[config.mk]
export PLATFORM = sky130hd
export DESIGN_NAME = uart_mem_bridge
export DESIGN_NICKNAME = d
export VERILOG_FILES = /design/src/rtl/uart_mem_pkg.sv /design/src/rtl/uart_mem_word_serdes.sv /design/src/rtl/uart_mem_bridge.sv
export SDC_FILE = /design/constraint.sdc
export NUM_CORES = 1
export LEC_CHECK = 0
export CAP_MARGIN = 5
export CORE_ASPECT_RATIO = 1.1
export CORE_MARGIN = 4
export CORE_UTILIZATION = 35
export DETAILED_ROUTE_END_ITERATION = 16
export GPL_TIMING_DRIVEN = 0
export RECOVER_POWER = 25
export SYNTH_ARGS = -nofsm -noshare
export SYNTH_HDL_FRONTEND = slang
export SYNTH_SLANG_ARGS = --single-unit
export TNS_END_PERCENT = 100
[constraint.sdc]
create_clock -name sys_clk -period 2.45 [get_ports sys_clk]
set_clock_uncertainty 0.05 [all_clocks]
set_input_delay 0.49 -clock sys_clk [delete_from_list [all_inputs] [get_ports sys_clk]]
set_output_delay 0.49 -clock sys_clk [all_outputs]
set_load 0.05 [all_outputs]
[src/rtl/uart_mem_pkg.sv]
// Shared command bytes, FSM state type and byte-sizing helper for uart_mem_bridge.
package uart_mem_pkg;

  localparam logic [7:0] CMD_WR   = 8'h57;
  localparam logic [7:0] CMD_RD   = 8'h52;
  localparam logic [7:0] ACK_BYTE = 8'h4B;

  typedef enum logic [3:0] {
    ST_IDLE,
    ST_ADDR,
    ST_CNT,
    ST_WDATA,
    ST_WSTROBE,
    ST_RISSUE,
    ST_RWAIT,
    ST_RSEND,
    ST_ACK
  } state_e;

  function automatic int unsigned ceil_bytes(input int unsigned bits);
    return (bits + 32'd7) / 32'd8;
  endfunction

endpackage

[src/rtl/uart_mem_word_serdes.sv]
// Byte/word converter shared by both directions: shifts received bytes into a word,
// or walks a loaded word out MSB-first with a byte index.
module uart_mem_word_serdes
  import uart_mem_pkg::*;
#(
  parameter int unsigned DATA_W = 16
) (
  input  logic              clk,
  input  logic              rst_n,
  input  logic              i_clr,
  input  logic              i_shift,
  input  logic              i_load,
  input  logic              i_next,
  input  logic [7:0]        i_byte,
  input  logic [DATA_W-1:0] i_word,
  output logic [DATA_W-1:0] o_word_nxt_c,
  output logic [7:0]        o_byte_nxt_c,
  output logic              o_last_c
);

  localparam int unsigned DB = ceil_bytes(DATA_W);
  localparam int unsigned EW = DB * 8;
  localparam int unsigned IW = (DB > 1) ? $clog2(DB) : 1;

  logic [DATA_W-1:0] r_word;
  logic [IW-1:0]     r_idx;
  logic [EW-1:0]     w_sel;
  logic [IW-1:0]     w_idx_nxt;

  // Excess high bits of the first byte fall off the top of the word
  assign o_word_nxt_c = DATA_W'({r_word, i_byte});
  assign o_last_c     = (r_idx == IW'(DB - 1));

  // Byte that becomes current after this cycle; partial top byte reads as zero
  always_comb begin
    w_sel        = i_load ? EW'(i_word) : EW'(r_word);
    w_idx_nxt    = i_load ? '0 : r_idx + IW'(1);
    o_byte_nxt_c = '0;
    for (int unsigned k = 0; k < DB; k++) begin
      if (w_idx_nxt == IW'(k)) o_byte_nxt_c = w_sel[(DB-1-k)*8 +: 8];
    end
  end

  always_ff @(posedge clk or negedge rst_n) begin
    if (!rst_n) begin
      r_word <= '0;
      r_idx  <= '0;
    end else if (i_clr) begin
      r_idx <= '0;
    end else if (i_load) begin
      r_word <= i_word;
      r_idx  <= '0;
    end else if (i_shift) begin
      r_word <= o_word_nxt_c;
      r_idx  <= o_last_c ? '0 : r_idx + IW'(1);
    end else if (i_next) begin
      r_idx <= r_idx + IW'(1);
    end
  end

endmodule

[src/rtl/uart_mem_bridge.sv]
// Framed burst read/write bridge from a UART byte stream to a synchronous RAM port.
// Optional inter-byte timeout abort is built when UART_MEM_TIMEOUT_EN is defined.
module uart_mem_bridge
  import uart_mem_pkg::*;
#(
  parameter int unsigned ADDR_W      = 10,
  parameter int unsigned DATA_W      = 16,
  parameter int unsigned RD_LAT      = 1,
  parameter int unsigned TIMEOUT_CYC = 500000
) (
  input  logic              sys_clk,
  input  logic              sys_rst_n,
  input  logic [7:0]        rx_data,
  input  logic              rx_valid,
  output logic [7:0]        tx_data,
  output logic              tx_valid,
  input  logic              tx_ready,
  output logic [ADDR_W-1:0] mem_addr,
  output logic [DATA_W-1:0] mem_wdata,
  output logic              mem_wren,
  output logic              mem_rden,
  input  logic [DATA_W-1:0] mem_rdata,
  output logic              busy,
  output logic              timeout
);

  localparam int unsigned AB       = ceil_bytes(ADDR_W);
  localparam int unsigned AIW      = (AB > 1) ? $clog2(AB) : 1;
  localparam logic [1:0]  LAT_LAST = 2'(RD_LAT - 1);

  state_e            r_state;
  logic              r_is_rd;
  logic [AIW-1:0]    r_abyte;
  logic [8:0]        r_words;
  logic [1:0]        r_lat;
  logic [7:0]        r_tx_data;
  logic              r_tx_valid;
  logic [ADDR_W-1:0] r_addr;
  logic [DATA_W-1:0] r_wdata;
  logic              r_wren;
  logic              r_rden;
  logic              r_busy;

  logic              w_shift;
  logic              w_load;
  logic              w_next;
  logic              w_clr;
  logic              w_last;
  logic [DATA_W-1:0] w_word_nxt;
  logic [7:0]        w_byte_nxt;

`ifdef UART_MEM_TIMEOUT_EN
  localparam int unsigned TW = $clog2(TIMEOUT_CYC + 1);
  logic [TW-1:0] r_tcnt;
  logic          r_timeout;
  assign timeout = r_timeout;
`else
  logic w_unused_timeout_cfg;
  assign w_unused_timeout_cfg = ^32'(TIMEOUT_CYC);
  assign timeout = 1'b0;
`endif

  assign w_clr   = (r_state == ST_IDLE);
  assign w_shift = (r_state == ST_WDATA) && rx_valid;
  assign w_load  = (r_state == ST_RWAIT) && (r_lat == LAT_LAST);
  assign w_next  = (r_state == ST_RSEND) && tx_ready && !w_last;

  uart_mem_word_serdes #(.DATA_W(DATA_W)) u_serdes (
    .clk          (sys_clk),
    .rst_n        (sys_rst_n),
    .i_clr        (w_clr),
    .i_shift      (w_shift),
    .i_load       (w_load),
    .i_next       (w_next),
    .i_byte       (rx_data),
    .i_word       (mem_rdata),
    .o_word_nxt_c (w_word_nxt),
    .o_byte_nxt_c (w_byte_nxt),
    .o_last_c     (w_last)
  );

  always_ff @(posedge sys_clk or negedge sys_rst_n) begin
    if (!sys_rst_n) begin
      r_state    <= ST_IDLE;
      r_is_rd    <= 1'b0;
      r_abyte    <= '0;
      r_words    <= '0;
      r_lat      <= '0;
      r_tx_data  <= '0;
      r_tx_valid <= 1'b0;
      r_addr     <= '0;
      r_wdata    <= '0;
      r_wren     <= 1'b0;
      r_rden     <= 1'b0;
      r_busy     <= 1'b0;
`ifdef UART_MEM_TIMEOUT_EN
      r_tcnt     <= '0;
      r_timeout  <= 1'b0;
`endif
    end else begin
      r_wren <= 1'b0;
      r_rden <= 1'b0;
      case (r_state)
        ST_IDLE: if (rx_valid && (rx_data == CMD_WR || rx_data == CMD_RD)) begin
          r_is_rd <= (rx_data == CMD_RD);
          r_abyte <= '0;
          r_busy  <= 1'b1;
          r_state <= ST_ADDR;
        end
        ST_ADDR: if (rx_valid) begin
          r_addr <= ADDR_W'({r_addr, rx_data});
          if (r_abyte == AIW'(AB - 1)) r_state <= ST_CNT;
          else                         r_abyte <= r_abyte + AIW'(1);
        end
        ST_CNT: if (rx_valid) begin
          r_words <= (rx_data == 8'd0) ? 9'd256 : {1'b0, rx_data};
          if (r_is_rd) begin
            r_rden  <= 1'b1;
            r_state <= ST_RISSUE;
          end else begin
            r_state <= ST_WDATA;
          end
        end
        ST_WDATA: if (rx_valid && w_last) begin
          r_wdata <= w_word_nxt;
          r_wren  <= 1'b1;
          r_state <= ST_WSTROBE;
        end
        ST_WSTROBE: begin
          r_addr  <= r_addr + ADDR_W'(1);
          r_words <= r_words - 9'd1;
          if (r_words == 9'd1) begin
            r_tx_data  <= ACK_BYTE;
            r_tx_valid <= 1'b1;
            r_state    <= ST_ACK;
          end else begin
            r_state <= ST_WDATA;
          end
        end
        ST_RISSUE: begin
          r_lat   <= '0;
          r_state <= ST_RWAIT;
        end
        // Capture read data RD_LAT cycles after the strobe and present its first byte
        ST_RWAIT: if (w_load) begin
          r_tx_data  <= w_byte_nxt;
          r_tx_valid <= 1'b1;
          r_state    <= ST_RSEND;
        end else begin
          r_lat <= r_lat + 2'd1;
        end
        ST_RSEND: if (tx_ready) begin
          if (!w_last) begin
            r_tx_data <= w_byte_nxt;
          end else begin
            r_tx_valid <= 1'b0;
            r_addr     <= r_addr + ADDR_W'(1);
            r_words    <= r_words - 9'd1;
            if (r_words == 9'd1) begin
              r_busy  <= 1'b0;
              r_state <= ST_IDLE;
            end else begin
              r_rden  <= 1'b1;
              r_state <= ST_RISSUE;
            end
          end
        end
        ST_ACK: if (tx_ready) begin
          r_tx_valid <= 1'b0;
          r_busy     <= 1'b0;
          r_state    <= ST_IDLE;
        end
        default: begin
          r_busy  <= 1'b0;
          r_state <= ST_IDLE;
        end
      endcase
`ifdef UART_MEM_TIMEOUT_EN
      // Gap counter for the receive phases; expiry overrides the state update above
      r_timeout <= 1'b0;
      if (r_state inside {ST_ADDR, ST_CNT, ST_WDATA}) begin
        if (rx_valid) begin
          r_tcnt <= '0;
        end else if (r_tcnt == TW'(TIMEOUT_CYC - 1)) begin
          r_tcnt    <= '0;
          r_timeout <= 1'b1;
          r_busy    <= 1'b0;
          r_state   <= ST_IDLE;
        end else begin
          r_tcnt <= r_tcnt + TW'(1);
        end
      end else begin
        r_tcnt <= '0;
      end
`endif
    end
  end

  assign tx_data   = r_tx_data;
  assign tx_valid  = r_tx_valid;
  assign mem_addr  = r_addr;
  assign mem_wdata = r_wdata;
  assign mem_wren  = r_wren;
  assign mem_rden  = r_rden;
  assign busy      = r_busy;

endmodule

==> impl_metrics.toml, run 1 <==
[outcome]
status = "finished, final reports clean"

[clock_network]
h-tree-depth = 3
clockBufferDepth = 2
clock-sinks = 72
clock_latency_ps = 330
tritoncts = "done"
cts_made_buffers = 9
clock-root-buffer = "clkbuf_16"
clk_pin_slew_ps = 60

[cells_and_area]
nNetsFinal = 535
diodes = 0
fillerInstances = 1076
post-route-util_pct = 46.69
regArea_um2 = 1802
fin_cells = 655
multiInputGateArea_um2 = 1983
syn_to_final_growth_pct = 30.65
post_route_cells_drive_above_1_share_pct = 12.99

[setup_path]
endpoint = "tx_data[3]$_DFFE_PN0P_"
crit_path_start = "r_words[5]$_DFFE_PN0P_"
cp_num_buf_inv = 0
worstPathCellList = "or4_4 > nor4_4 > o21ai_2 > or4_4 > mux2_4"
start_kind = "flop"
critical_path_depth = 5
ff2ff_setup_slack_ps = 50
crit_fanout = 8
r2r_cells = 5
r2r-start = "r_words[5]$_DFFE_PN0P_"
slowest_stage = "or4_4"
critical_path_class = "flop to flop"
crit_top_cell = "or4_4"
r2r_end = "tx_data[3]$_DFFE_PN0P_"
cp_data_required_time_ps = 2610
end_kind = "flop"
slowest_delay_ps = 590
worst_ep_arrival_time_ps = 2560
path_delay_family = "simple AND/OR/NAND/NOR gates"

[pwr]
p_sw_mw = 3.575
leakage_nw = 2.125
swShare_pct = 46.16
ir_worst_vdd_v = 0.0009083
seqPwrFrac_pct = 28.3
finalPower_mw = 7.746
combPwrFrac_pct = 53.5
internal_power_mw = 4.171
p_per_area_nw_per_um2 = 1521
power.share.clock_pct = 18.3

[placed_design]
post-place-cells = 638
place_congestion = 0.8621
portBuffers = 63
dp_hpwl_mm = 8.070

[sta]
whs_ps = 326.1
maxSlewViolCount = 0
relSlewSlack_pct = 21.53
setup_viol = 0
rsz0062_at_grt = "false"
fin_crit_ps = 2397
finalHoldViolCount = 0
fin_crit_sh_pct = 97.82
max_freq_ghz = 0.4172
worst_pin_slew_ps = 1177

[yosys]
netlist_instances = 427
synth_area_um2 = 3899
yosys.cell_count.top_type = "dfrtp_1"
synth_area_per_cell_um2 = 9.131
ys_ff_latch = 72
synthTopCellsByCount = "72 x dfrtp_1, 57 x nand2_1, 37 x nor2_1"
netlist.area_leader.share_pct = 46.21
ys_top_cells_by_area = "dfrtp_1 46%, nand2_1 5.5%, mux2_2 4.9%"
synth_largest_area_cell = "dfrtp_1"
synth_nets = 459
ys_seq_area_share_pct = 46.21
synth_warnings = 0
yosys_most_used_dff = "dfrtp_1"
synth_edf_count = 0
yosys.cell_types.count = 55
synth-async-reset-ratio_pct = 100.0

[grt]
grt_max_degree = 52
grt_overflow_total = 0
track_usage_pct = 18.62
grt_pass1_vias = 3686
grt_pass1_wl_mm = 19.16
antenna_found_initial = 0

[route]
routed_wl_mm = 11.45
route.vias.total = 3600
postRouteAntennaNets = 0
drtIter0Drc = 204
firstDrtPassIters = 5
routedWlPerCell_um = 17.47
viasPerCell = 5.496
drc = 0

[job]
max_cap_violations = 0

[die]
dieArea_um2 = 12890
die_h_um = 118.7
core_um2 = 10910
num_rows = 40
die_w_um = 108.6
io_pins = 67
start_util_pct = 35.73

[min_path]
hold_path.class = "primary input to asynchronous set/reset pin"
-- how the worst min path moves through the flow --
stage | cells after the start | slack, ps | to
after floorplan | 0 | 140 | busy$_DFFE_PN0P_
final | 1 | 330 | mem_addr[3]$_DFFE_PN0P_
after global placement | 1 | 420 | r_lat[0]$_DFFE_PN0P_
after global routing | 1 | 450 | mem_addr[3]$_DFFE_PN0P_
after CTS | 1 | 4 | mem_addr[3]$_DFFE_PN0P_
after detailed placement | 1 | 360 | mem_addr[3]$_DFFE_PN0P_
-- flip-flops by register name (all words and copies together), names as in the netlist --
name	cells
r_abyte	1
tx_data	8
tx_valid	1
r_state	4
u_serdes.r_word	16
mem_wdata	16
busy	1
r_words	9
mem_rden	1
r_is_rd	1
mem_wren	1
u_serdes.o_last_c	1
r_lat	2
mem_addr	10
-- what timing repair did --
action,CTS,global route
hold buffers,0,0
buffers inserted,0,3
endpoints found under the hold margin,0,0
pin swaps,0,2
setup endpoints to repair,24,53
gates resized for setup,9,16
-- logic make-up after synthesis --
logic type                 after synthesis  synth area share, %
xor gates and xnor gates                 2               0.4494
and+or+nand+nor                        155                19.32
buffers and inverters                   40                4.172
other                                    1              0.09618
AOI/OAI and AO/OA                      125                20.48
adders and majority gates                4                1.284
muxes                                   28                7.991
DFF                                     72                46.21
-- cells in the final DEF, fill, tap and decap left out, drive strengths merged, types with 2 or more instances in the layout --
cell           count
a21o               5
or3                3
and3               3
xor2               2
o41a               2
clkbuf            34
nor4               3
nand2             57
ha                 4
nand3             10
a22oi              5
a21oi             31
clkdlybuf4s50     60
nor3b              4
nor3              12
o2bb2ai            3
nand4              5
or4                4
a2bb2oi            5
bufinv             2
o21bai             2
dlygate4sd2        2
mux2              19
nor2              37
buf                7
o21ai             32
nand2b             6
a31oi             20
dfrtp             72
a21boi             2
o22ai              4
mux2i              9
nor2b              5
inv               13
and2               3
o21a               2
clkinv             2
a22o               5
-- power groups by stage --
stage | logic, mW | clock network, mW | registers, mW
3_5_place_dp | 4.06 | 0 | 2.18
4_1_cts | 4.12 | 1.44 | 2.17
5_1_grt | 4.48 | 1.50 | 2.28
2_1_floorplan | 1.93 | 0 | 3.03
6_report | 4.14 | 1.41 | 2.19
3_3_place_gp | 4.01 | 0 | 2.16
-- layer usage --
| layer | global-route usage (%) | part of all wire [%] | vias to the layer above |
|---|---|---|---|
| li1 | - | - | 1695 |
| met3 | 4.697 | 5.4 | 23 |
| met5 | 0 | 0 | - |
| met4 | 5.998 | 2.1 | 0 |
| met1 | 25.31 | 45 | 1759 |
| met2 | 28.90 | 48 | 123 |
-- stage by stage --
stage / cell area [um2] / setup TNS [ps] / setup slack (ps)
finish: 5094 / 0 / 53.35
global route: 5094 / 0 / 15.13
CTS: 5087 / 0 / 5.747
detailed placement: 4738 / -7223 / -455.1
global placement: 4713 / -134070 / -1773
floorplan: 3899 / 0 / 150.9
-- area by class of cell --
cell class	instances	share of cell area, %
clock buffers	11	4.569
plain buffers	25	2.162
multi-input cells	315	38.93
clock inverters	5	1.597
inverters	13	0.9580
well taps	147	3.611
repair buffers	67	12.80
flip-flops and latches	72	35.37
No activity file was read; power rests on OpenSTA's default activity.
==> run 2: changes to the inputs <==
--- a/config.mk
+++ b/config.mk
@@ -11,6 +11,7 @@
 export CORE_UTILIZATION = 35
 export DETAILED_ROUTE_END_ITERATION = 16
 export GPL_TIMING_DRIVEN = 0
+export PLACE_DENSITY = 0.63
 export RECOVER_POWER = 25
 export SYNTH_ARGS = -nofsm -noshare
 export SYNTH_HDL_FRONTEND = slang
==> run 2 against run 1 <==
- non-clock buffer count increased by 3
- combinational power about the same
- hold slack improved by 89 ps
- largest power group unchanged
- critical endpoint is now tx_data[6]$_DFFE_PN0P_
- global-route usage decreased by 0.65 points
- sequential power about the same
- via count decreased by 0.47%
- clock power about the same
- utilization increased by 0.55 points
==> impl_metrics.toml, run 2 (synthesis gave the netlist of run 1 again) <==
[sta]
maxSlewViolCount = 0
fin_ws_ps = 83.42
rsz0062_at_grt = "false"
max_freq_ghz = 0.4226
fin_crit_ps = 2367
worst_pin_slew_ps = 991.9
finalHoldViolCount = 0
fin_crit_sh_pct = 96.60
setup_viol = 0
relSlewSlack_pct = 33.88

[clock_network]
clock_latency_ps = 330
clock-sinks = 72
tritoncts = "done"
clockBufferDepth = 2
cts_made_buffers = 9
clk_pin_slew_ps = 60
h-tree-depth = 3
clock-root-buffer = "clkbuf_16"

[grt]
grt_pass1_vias = 3505
track_usage_pct = 17.97
antenna_found_initial = 0
grt_overflow_total = 0
grt_max_degree = 58
grt_pass1_wl_mm = 18.36

[cells_and_area]
final_common_cell = "dfrtp_1"
post_route_cells_drive_above_1_share_pct = 13.11
syn_to_final_growth_pct = 32.19
mostFrequentLayoutCells = "72 x dfrtp_1, 62 x clkdlybuf4s50_1, 56 x nand2_1"
diodes = 0
fin_cells = 658
post-route-util_pct = 47.24
nNetsFinal = 538
fillerInstances = 1081

[setup_path]
slowest_stage = "or4_4"
critical_path_class = "flop to flop"
path_delay_family = "simple AND/OR/NAND/NOR gates"
crit_top_cell = "or4_4"
slowest_delay_ps = 570
worst_ep_arrival_time_ps = 2530
cp_data_required_time_ps = 2610
worstPathCellList = "or4_4 > nor4_4 > o21ai_2 > or4_4 > mux2_4"
end_kind = "flop"
cp_num_buf_inv = 0
start_kind = "flop"
crit_fanout = 8

[pwr]
swShare_pct = 46.08
seqPwrFrac_pct = 28.3
ir_worst_vdd_v = 0.0009183
internal_power_mw = 4.182
power.share.clock_pct = 18.5
p_per_area_nw_per_um2 = 1505
combPwrFrac_pct = 53.3
leakage_nw = 2.134
p_sw_mw = 3.573

[route]
routedWlPerCell_um = 16.82
drtIter0Drc = 229
routed_wl_mm = 11.07
firstDrtPassIters = 5
route.vias.total = 3583
viasPerCell = 5.445
drc = 0
postRouteAntennaNets = 0

[placed_design]
dp_hpwl_mm = 7.876
post-place-cells = 638
place_congestion = 0.8741
portBuffers = 63
place_worst_setup_slack_ps = -528.3

[die]
die_w_um = 108.6
dieArea_um2 = 12890
start_util_pct = 35.73
io_pins = 67
core_um2 = 10910
num_rows = 40
die_h_um = 118.7

[min_path]
hold_path.class = "flop to flop"

[job]
max_cap_violations = 0

[outcome]
status = "finished, final reports clean"
==> run 2: changes by cell type in the layout (fill, tap and decap cells not counted), sizes merged <==
cell,change
dlygate4sd2,-2
buf,+4
inv,+1
clkinvlp,+1
clkdlybuf4s50,+2
dlygate4sd3,+1
clkinv,-1
clkbuf,-3
==> run 2: routing by layer <==
| metal | track usage, % | vias up | share of wire (%) |
|---|---|---|---|
| met1 | 24.12 | 1727 | 44 |
| met2 | 27.78 | 136 | 48 |
| li1 | - | 1703 | - |
| met3 | 4.588 | 17 | 6.5 |
| met4 | 6.630 | 0 | 1.9 |
| met5 | 0 | - | 0 |
==> run 2: what timing repair did <==
action | 4_1_cts | 5_1_grt
gates resized for setup | 9 | 10
hold buffers | 1 | 0
buffers inserted | 4 | 1
setup endpoints to repair | 26 | 46
hold endpoints to repair | 15 | 0
pin swaps | 3 | 3
==> run 2: through the flow <==
step | total power, mW | setup TNS (ps) | hold slack (ps) | cell area (um2)
after floorplan | 4.966 | 0 | 144.4 | 3899
after global placement | 6.151 | -128070 | 414.2 | 4713
after detailed placement | 6.222 | -8187 | 323.3 | 4738
after CTS | 7.752 | 0 | 424.9 | 5139
after global routing | 8.268 | 0 | 436.1 | 5154
final | 7.754 | 0 | 415.0 | 5154
==> run 2: area by class of cell <==
class                           instances  area [um2]  area share (%)
Clock buffer                           10       229.0           4.443
Timing Repair Buffer                   70       699.4           13.57
Sequential cell                        72        1802           34.96
Tap cell                              147       183.9           3.569
Buffer                                 25       105.1           2.039
Multi-Input combinational cell        315        1993           38.67
Inverter                               13       48.80          0.9468
Clock inverter                          6       92.59           1.797
==> run 2: worst paths after layout <==
path                                   startpoint                       to  slack (ps)  cells after the start
setup / recovery           r_words[3]$_DFFE_PN0P_   tx_data[6]$_DFFE_PN0P_          80                      5
hold / removal               r_lat[0]$_DFFE_PN0P_     r_lat[0]$_DFFE_PN0P_         410                      1
setup reg to reg           r_words[3]$_DFFE_PN0P_   tx_data[6]$_DFFE_PN0P_          80                      5
hold reg to reg              r_lat[0]$_DFFE_PN0P_     r_lat[0]$_DFFE_PN0P_         410                      1
max in group asynchronous               sys_rst_n  mem_addr[1]$_DFFE_PN0P_         750                      3
min in group asynchronous               sys_rst_n   tx_data[2]$_DFFE_PN0P_         790                      2
==> run 2: power groups by stage <==
stage | clock network [mW] | logic [mW] | registers (mW)
after detailed placement | 0 | 4.05 | 2.18
after CTS | 1.45 | 4.14 | 2.16
after global routing | 1.51 | 4.49 | 2.27
after global placement | 0 | 3.99 | 2.16
final | 1.43 | 4.13 | 2.19
after floorplan | 0 | 1.93 | 3.03
==> run 2: worst reg2reg max path, delay by kind of cell, from the launching register on <==
family,cells,cell delay [ps]
mux,1,320
compound gates,1,130
flops,1,390
simple gates,3,1370
==> run 3: changes to the inputs <==
--- a/config.mk
+++ b/config.mk
@@ -5,14 +5,16 @@
 export SDC_FILE = /design/constraint.sdc
 export NUM_CORES = 1
 export LEC_CHECK = 0
-export CAP_MARGIN = 5
+export CAP_MARGIN = 20
 export CORE_ASPECT_RATIO = 1.1
 export CORE_MARGIN = 4
 export CORE_UTILIZATION = 35
 export DETAILED_ROUTE_END_ITERATION = 16
 export GPL_TIMING_DRIVEN = 0
+export HOLD_SLACK_MARGIN = 0.02
 export PLACE_DENSITY = 0.63
 export RECOVER_POWER = 25
+export SLEW_MARGIN = 20
 export SYNTH_ARGS = -nofsm -noshare
 export SYNTH_HDL_FRONTEND = slang
 export SYNTH_SLANG_ARGS = --single-unit
==> run 3 against run 2 <==
- routed wire length rose by 0.23%
- combinational power barely moved
- maximum frequency rose by 0.45%
- setup slack improved by 11 ps
- critical endpoint unchanged
==> impl_metrics.toml, run 3 (synthesis gave the netlist of run 1 again) <==
[clock_network]
clock-sinks = 72
cts_made_buffers = 9
clk_pin_slew_ps = 60
clock-root-buffer = "clkbuf_16"
clock_latency_ps = 330
h-tree-depth = 3
tritoncts = "done"
clockBufferDepth = 2

[cells_and_area]
post_route_cells_drive_above_1_share_pct = 13.11
post-route-util_pct = 47.45
nNetsFinal = 538
syn_to_final_growth_pct = 32.80
diodes = 0
fin_area_um2 = 5177
regArea_um2 = 1802
final_common_cell = "dfrtp_1"
fillerInstances = 1095
multiInputGateArea_um2 = 1993
mostFrequentLayoutCells = "72 x dfrtp_1, 62 x clkdlybuf4s50_1, 56 x nand2_1"

[setup_path]
start_kind = "flop"
r2r_cells = 5
end_kind = "flop"
crit_fanout = 8
cp_data_required_time_ps = 2610
worst_ep_arrival_time_ps = 2520
critical_path_class = "flop to flop"

[grt]
antenna_found_initial = 0
track_usage_pct = 17.72
grt_pass1_wl_mm = 18.29
grt_pass1_vias = 3533
grt_overflow_total = 0
grt_max_degree = 57

[sta]
relSlewSlack_pct = 32.58
setup_viol = 0
max_freq_ghz = 0.4245
finalHoldViolCount = 0
maxSlewViolCount = 0
worst_pin_slew_ps = 1011
fin_crit_sh_pct = 96.16
whs_ps = 417.4
fin_crit_ps = 2356
rsz0062_at_grt = "false"

[die]
die_w_um = 108.6
start_util_pct = 35.73
dieArea_um2 = 12890
num_rows = 40
core_um2 = 10910
die_h_um = 118.7
io_pins = 67

[route]
routed_wl_mm = 11.09
drtIter0Drc = 193
viasPerCell = 5.450
drc = 0
route.vias.total = 3586
routedWlPerCell_um = 16.86
postRouteAntennaNets = 0
firstDrtPassIters = 5

[pwr]
p_per_area_nw_per_um2 = 1517
combPwrFrac_pct = 52.7
power.share.clock_pct = 19.4
leakage_nw = 2.153
seqPwrFrac_pct = 27.9
internal_power_mw = 4.287
swShare_pct = 45.41
p_sw_mw = 3.566
ir_worst_vdd_v = 0.0007838

[min_path]
worstHoldPathCells = 1
hold_path.class = "flop to flop"

[placed_design]
placed_cell_area_um2 = 4738
portBuffers = 63
place_congestion = 0.8741
dp_hpwl_mm = 7.864

[job]
max_cap_violations = 0

[outcome]
status = "finished, final reports clean"
## run 3: worst max-delay path, cell delays in order (launching register included)
cell and delay, ps:
dfrtp_1 390, or4_4 570, nor4_4 220, o21ai_2 120, or4_4 570, mux2_4 320
## run 3: metrics by stage
stage	cells	total power, mW	setup slack, ps	TNS, ps
after global routing	658	8.364	3.477	0
after floorplan	427	4.966	150.9	0
final	658	7.853	94.09	0
after detailed placement	638	6.221	-533.8	-9104
after global placement	637	6.151	-1682	-128070
after CTS	658	7.851	3.740	0
## run 3: power groups by stage
stage | clock [mW] | sequential, mW | combinational [mW]
after floorplan | 0 | 3.03 | 1.93
after global placement | 0 | 2.16 | 3.99
final | 1.52 | 2.19 | 4.14
after global routing | 1.60 | 2.27 | 4.49
after CTS | 1.54 | 2.16 | 4.14
after detailed placement | 0 | 2.18 | 4.05
## run 3: path summary, 6_finish.rpt
check | startpoint | to | slack [ps]
setup / recovery | r_words[3]$_DFFE_PN0P_ | tx_data[6]$_DFFE_PN0P_ | 90
hold / removal | r_lat[0]$_DFFE_PN0P_ | r_lat[0]$_DFFE_PN0P_ | 420
setup reg to reg | r_words[3]$_DFFE_PN0P_ | tx_data[6]$_DFFE_PN0P_ | 90
hold reg to reg | r_lat[0]$_DFFE_PN0P_ | r_lat[0]$_DFFE_PN0P_ | 420
max in group asynchronous | sys_rst_n | mem_wdata[3]$_DFFE_PN0P_ | 740
min in group asynchronous | sys_rst_n | tx_data[1]$_DFFE_PN0P_ | 790
## run 3: area by class of cell
class / instances / area share, %
buffer: 25 / 2.030
clock buffer: 10 / 4.422
clock inverter: 6 / 2.247
inverter: 13 / 0.9425
multi-input combinational: 315 / 38.50
sequential: 72 / 34.80
tap: 147 / 3.552
timing repair buffer: 70 / 13.51
## run 3: routing by layer
layer	vias to the layer above	wire length, um	global-route usage (%)
li1	1701	-	-
met2	134	5309	27.78
met5	-	0	0
met4	0	238	7.182
met3	18	671	3.386
met1	1733	4873	23.87
## run 3: timing repair
action / 4_1_cts / 5_1_grt
endpoints found under the hold margin: 16 / 0
pin swaps: 3 / 3
gates cloned: 0 / 0
setup buffers: 4 / 1
endpoints found under the setup margin: 27 / 43
hold buffers: 1 / 0
resized for setup: 10 / 8
